==> src/rtl/stack_unwinder.sv <==
// Return-from-subroutine / return-from-interrupt unwinder: pops PC (and CCR flags
// for RTI) from an empty-descending stack, one 16-bit memory word per cycle.
module stack_unwinder (
    input  logic        clk,
    input  logic        rst,
    input  logic        start,
    input  logic        with_flags,
    input  logic        flush,
    input  logic [31:0] sp_in,
    input  logic [15:0] mem_rdata,
    output logic        mem_rd,
    output logic [31:0] mem_addr,
    output logic [31:0] sp_out,
    output logic        sp_we,
    output logic [31:0] pc_out,
    output logic [2:0]  flags_out,
    output logic        done,
    output logic        stall
);

    typedef enum logic [2:0] {
        IDLE  = 3'd0,
        RD_LO = 3'd1,
        RD_HI = 3'd2,
        RD_FL = 3'd3,
        FIN   = 3'd4
    } state_t;

    state_t      r_state;
    state_t      w_next;
    logic [31:0] r_base_sp;
    logic        r_is_rti;
    logic [15:0] r_pc_lo;
    logic [15:0] r_pc_hi;
    logic [31:0] r_pc;
    logic [2:0]  r_flags;

    assign pc_out    = r_pc;
    assign flags_out = r_flags;
    assign stall     = (r_state != IDLE);

    always_comb begin
        w_next   = r_state;
        mem_rd   = 1'b0;
        mem_addr = 32'd0;
        sp_out   = 32'd0;
        sp_we    = 1'b0;
        done     = 1'b0;
        case (r_state)
            IDLE: begin
                if (start) w_next = RD_LO;
            end
            RD_LO: begin
                mem_rd   = 1'b1;
                mem_addr = r_base_sp + 32'd1;
                w_next   = RD_HI;
            end
            RD_HI: begin
                mem_rd   = 1'b1;
                mem_addr = r_base_sp + 32'd2;
                w_next   = r_is_rti ? RD_FL : FIN;
            end
            RD_FL: begin
                mem_rd   = 1'b1;
                mem_addr = r_base_sp + 32'd3;
                w_next   = FIN;
            end
            FIN: begin
                done   = 1'b1;
                sp_we  = 1'b1;
                sp_out = r_base_sp + (r_is_rti ? 32'd3 : 32'd2);
                w_next = IDLE;
            end
            default: w_next = IDLE;
        endcase
        // Abort wins over everything, including a start arriving in IDLE.
        if (flush) begin
            w_next = IDLE;
            done   = 1'b0;
            sp_we  = 1'b0;
        end
    end

    always_ff @(posedge clk or negedge rst) begin
        if (!rst) begin
            r_state   <= IDLE;
            r_base_sp <= 32'd0;
            r_is_rti  <= 1'b0;
            r_pc_lo   <= 16'd0;
            r_pc_hi   <= 16'd0;
            r_pc      <= 32'd0;
            r_flags   <= 3'd0;
        end else begin
            r_state <= w_next;
            if (!flush) begin
                case (r_state)
                    IDLE: begin
                        if (start) begin
                            r_base_sp <= sp_in;
                            r_is_rti  <= with_flags;
                        end
                    end
                    RD_HI: r_pc_lo <= mem_rdata;
                    RD_FL: r_pc_hi <= mem_rdata;
                    // Visible results change only here, so an aborted pop leaves them intact.
                    FIN: begin
                        if (r_is_rti) begin
                            r_pc    <= {r_pc_hi, r_pc_lo};
                            r_flags <= mem_rdata[2:0];
                        end else begin
                            r_pc    <= {mem_rdata, r_pc_lo};
                        end
                    end
                    default: ;
                endcase
            end
        end
    end

endmodule
==> config.mk <==
export PLATFORM = sky130hd
export DESIGN_NAME = stack_unwinder
export DESIGN_NICKNAME = d
export VERILOG_FILES = /design/src/rtl/stack_unwinder.sv
export SDC_FILE = /design/constraint.sdc
export NUM_CORES = 1
export LEC_CHECK = 0
export ABC_AREA = 1
export CORE_MARGIN = 4
export CORE_UTILIZATION = 29
export CTS_CLUSTER_DIAMETER = 80
export DETAILED_ROUTE_END_ITERATION = 8
export PLACE_DENSITY_LB_ADDON = 0.1
export SYNTH_ARGS = -nofsm -noshare
export SYNTH_HDL_FRONTEND = slang
export SYNTH_SLANG_ARGS = --single-unit
==> constraint.sdc <==
create_clock -name clk -period 2.5 [get_ports clk]
set_input_delay 0.25 -clock clk [delete_from_list [all_inputs] [get_ports clk]]
set_output_delay 0.25 -clock clk [all_outputs]
set_load 0.1 [all_outputs]
==> implementation parameters, run 1 <==
Parameter                              Value

Placement
  PortBufs ... 155
  Cell count after placement ... 1390
  Final HPWL DP ... 17400 µm
  Final weighted congestion of routability-driven global placement ... 0.852
  Cell area after placement ... 9350 µm²

Global routing
  Number of global-route vias before repair ... 6787
  Grt total ovfl ... 0
  Wire length of the first global-routing pass ... 37300 µm
  Largest net degree at the start of global routing ... 62
  GRT Resource Usage Total ... 0.183
  Number of antenna violations at the first check in global routing ... 0

Timing
  Summed negative setup slack over all endpoints ... -0.921 ns
  Slew headroom ... 0.638
  Smallest hold slack ... 0.272 ns
  Final worst path period share ... 1.04
  Unrepaired setup endpoints after global routing ... yes
  Final hold viol count ... 0
  Peak Freq ... 384 MHz
  Worst-margin pin slew ... 0.542 ns
  Final setup skew ... 0.0105 ns
  Endpoints failing setup ... 13
  Min setup slack post-route ... -0.101 ns
  Clock period minus final worst setup slack ... 2.60 ns
  Total count of max-transition violations in the final report ... 0

Drt
  Ratio of routed vias to standard cells ... 4.75
  Count of vias placed by the detailed router ... 6757
  Number of optimization iterations in the first detailed-route pass ... 5
  DRC violations left ... 0
  Initial drt markers ... 302
  Routed length per instance ... 16.3 µm
  Post-Route WL ... 23200 µm
  Final ANT Viol Nets ... 0

Yosys
  Post-synthesis sequential area ratio ... 0.391
  Post-synthesis area per instance ... 6.84 µm²
  Number of synthesized register bits ... 103
  Post-synth design cell area ... 6590 µm²
  Net count of the mapped netlist ... 1022
  Count of cell types in the netlist ... 31
  Number of instances in the synthesized netlist ... 963
  Count of synthesis-stage warnings from yosys ... 0

Layout
  Area growth from synthesis to layout ... 53.3%
  Final Cell Area ... 10100 µm²
  Final-layout fill cell count ... 2259
  Final standard cell count with taps included and fillers excluded ... 1424
  Fraction of layout cells with a size suffix above 1 ... 0.302
  Highest-count cells in the layout ignoring fill and taps ... nand2_1, dfrtp_1, nand3_1
  Antenna cells ... 0
  Number of nets in the final layout ... 1198
  Most common cell after layout, fill and taps aside ... nand2_1

Job
  Max cap viols ... 0

Clocking
  Total clock buffers created by CTS ... 9
  Clock input transition at the sequential cells of the worst setup and hold paths ... 0.08 ns
  Total number of clock tree sinks ... 103
  Cell chosen for the clock root ... clkbuf_16
  Clk buf depth ... 2
  Max H-tree Level ... 3
  Worst-Skew Late Latency ... 0.36 ns
  TritonCTS clock tree ... yes

Power and ir drop
  Pwr dens ... 1370 nW/µm²
  Worst VDD drop ... 0.692 mV
  Switching Fraction ... 0.576
  Total leakage power ... 0.00454 µW
  Internal power contribution ... 5860 µW
  Flop pwr share ... 0.224
  Clk pwr share ... 0.108
  Power share of the combinational group ... 0.669
  Net switching power ... 7970 µW

Die
  Die ar. ... 25200 µm²
  Horizontal die dimension ... 159 µm
  Chip Height ... 159 µm
  Starting utilization of the core area ... 0.298
  Core region area ... 22100 µm²
  I/O pin count ... 156
  Num rows ... 54

Status
  Result of the run ... finished with violations
  Failing checks ... setup timing

Worst setup path
  Setup crit end kind ... primary output
  Sort of element at the start of the critical path ... flip-flop
  Required time of the worst setup path ... 2.25 ns
  Crit Path Max Fanout ... 6
  Type of the setup path with the least slack ... reg -> out
  Arrival time at the worst endpoint ... 2.35 ns

Hold path
  Worst min-delay path class ... in -> async
worst max-delay path, stage by stage, from the launching register on:
cell	delay (ns)
dfrtp_1	0.39
inv_2	0.08
nand2_4	0.05
nor2_4	0.10
inv_2	0.04
fa_2	0.36
nor2_4	0.19
nand2_4	0.10
nor2_4	0.17
nand2_1	0.09
nand2_1	0.06
nand3_1	0.08
nand2_2	0.10
buf_12	0.18
cells by family (layout without fill, tap and decap cells):
family	after synthesis	after routing	share of synthesized area
XOR/XNOR	5	5	0.00665
buffers and inverters	121	302	0.0748
AND/OR/NAND/NOR	556	556	0.378
multiplexers	3	3	0.00513
flip-flops	103	103	0.391
AO/OA/AOI/OAI	169	169	0.131
adder cells (fa/ha/maj)	6	6	0.0125
timing repair:
action	CTS	global route
buffers inserted	5	12
hold buffers	1	0
setup endpoints to repair	45	49
resized for setup	52	48
endpoints found under the hold margin	8	0
pin swaps	19	18
power groups by stage:
stage	combinational [µW]	clock [µW]	sequential, µW
floorplan	4950	0	4210
global placement	8770	0	3080
detailed placement	8820	0	3080
CTS	9040	1530	3080
global route	9840	1590	3220
finish	9250	1490	3090
sequential cells by signal, indices dropped and copies added (netlist names):
signal and flops:
r_is_rti 1, r_base_sp 32, pc_out 32, r_state 3, r_pc_hi 16, r_pc_lo 16, flags_out 3
layout make-up:
cell class / count / area (µm²) / share of cell area
clock buffers: 10 / 239 / 0.0237
clock inverters: 6 / 61.3 / 0.00607
inverters: 84 / 324 / 0.0321
multi-input cells: 739 / 3990 / 0.395
flip-flops and latches: 103 / 2590 / 0.257
well taps: 280 / 350 / 0.0347
repair buffers: 202 / 2540 / 0.252
final timing paths:
kind,start,endpoint,slack [ns],cells past startpoint
worst max-delay path,r_state[2]$_DFFE_PN0P_,mem_addr[28],-0.10,13
worst min-delay path,rst,r_base_sp[3]$_DFFE_PN0P_,0.27,2
worst max register to register,r_state[1]$_DFFE_PN0P_,pc_out[22]$_DFFE_PN0P_,0.57,9
worst min register to register,pc_out[0]$_DFFE_PN0P_,pc_out[0]$_DFFE_PN0P_,0.48,2
max in group asynchronous,rst,r_base_sp[19]$_DFFE_PN0P_,1.60,3
min in group clk,sp_in[4],r_base_sp[4]$_DFFE_PN0P_,0.46,3
cell usage after synthesis:
master,n,area (µm²)
clkbuf_2,1,5.00
a211oi_1,1,7.51
mux2_2,3,33.8
o32ai_1,1,8.76
buf_1,1,3.75
inv_1,75,282
nor2_2,14,87.6
o21a_1,2,15.0
nand3_1,90,450
nor2_4,24,270
nand2_1,301,1130
clkbuf_1,16,60.1
buf_4,3,22.5
o21ai_1,15,75.1
xor2_1,5,43.8
o21ai_0,84,420
o211ai_1,2,15.0
nor3_1,7,35.0
o22ai_1,3,18.8
a21oi_1,61,305
nand2_2,16,100
buf_6,1,11.3
fa_1,1,20.0
inv_2,8,30.0
nand3b_1,1,7.51
clkinv_1,1,3.75
buf_2,15,75.1
nor2_1,100,375
dfrtp_1,103,2580
ha_1,5,62.6
nand2_4,3,33.8
metal layers:
layer  GRT usage  wire length (µm)  vias up  part of all wire
met3      0.0451              1300       15             0.056
li1            -                 -     3438                 -
met1       0.230             10100     3160              0.44
met5           0                 0        -                 0
met4      0.0458               234        0             0.010
met2       0.319             11600      144              0.50
per-stage QoR:
stage / worst slack (ns) / total power, µW / utilization
finish: -0.101 / 13800 / 0.457
global route: -0.245 / 14600 / 0.457
global placement: 0.0819 / 11900 / 0.423
floorplan: -0.558 / 9160 / -
detailed placement: 0.0540 / 11900 / 0.423
CTS: -0.135 / 13600 / 0.446
No activity file was read; power rests on OpenSTA's default activity.
==> run 2, diff against run 1 <==
CTS_CLUSTER_DIAMETER = 150   (was 80)
==> results of run 2 <==
No change in the layout: final DEF, timing and power equal those of run 1.
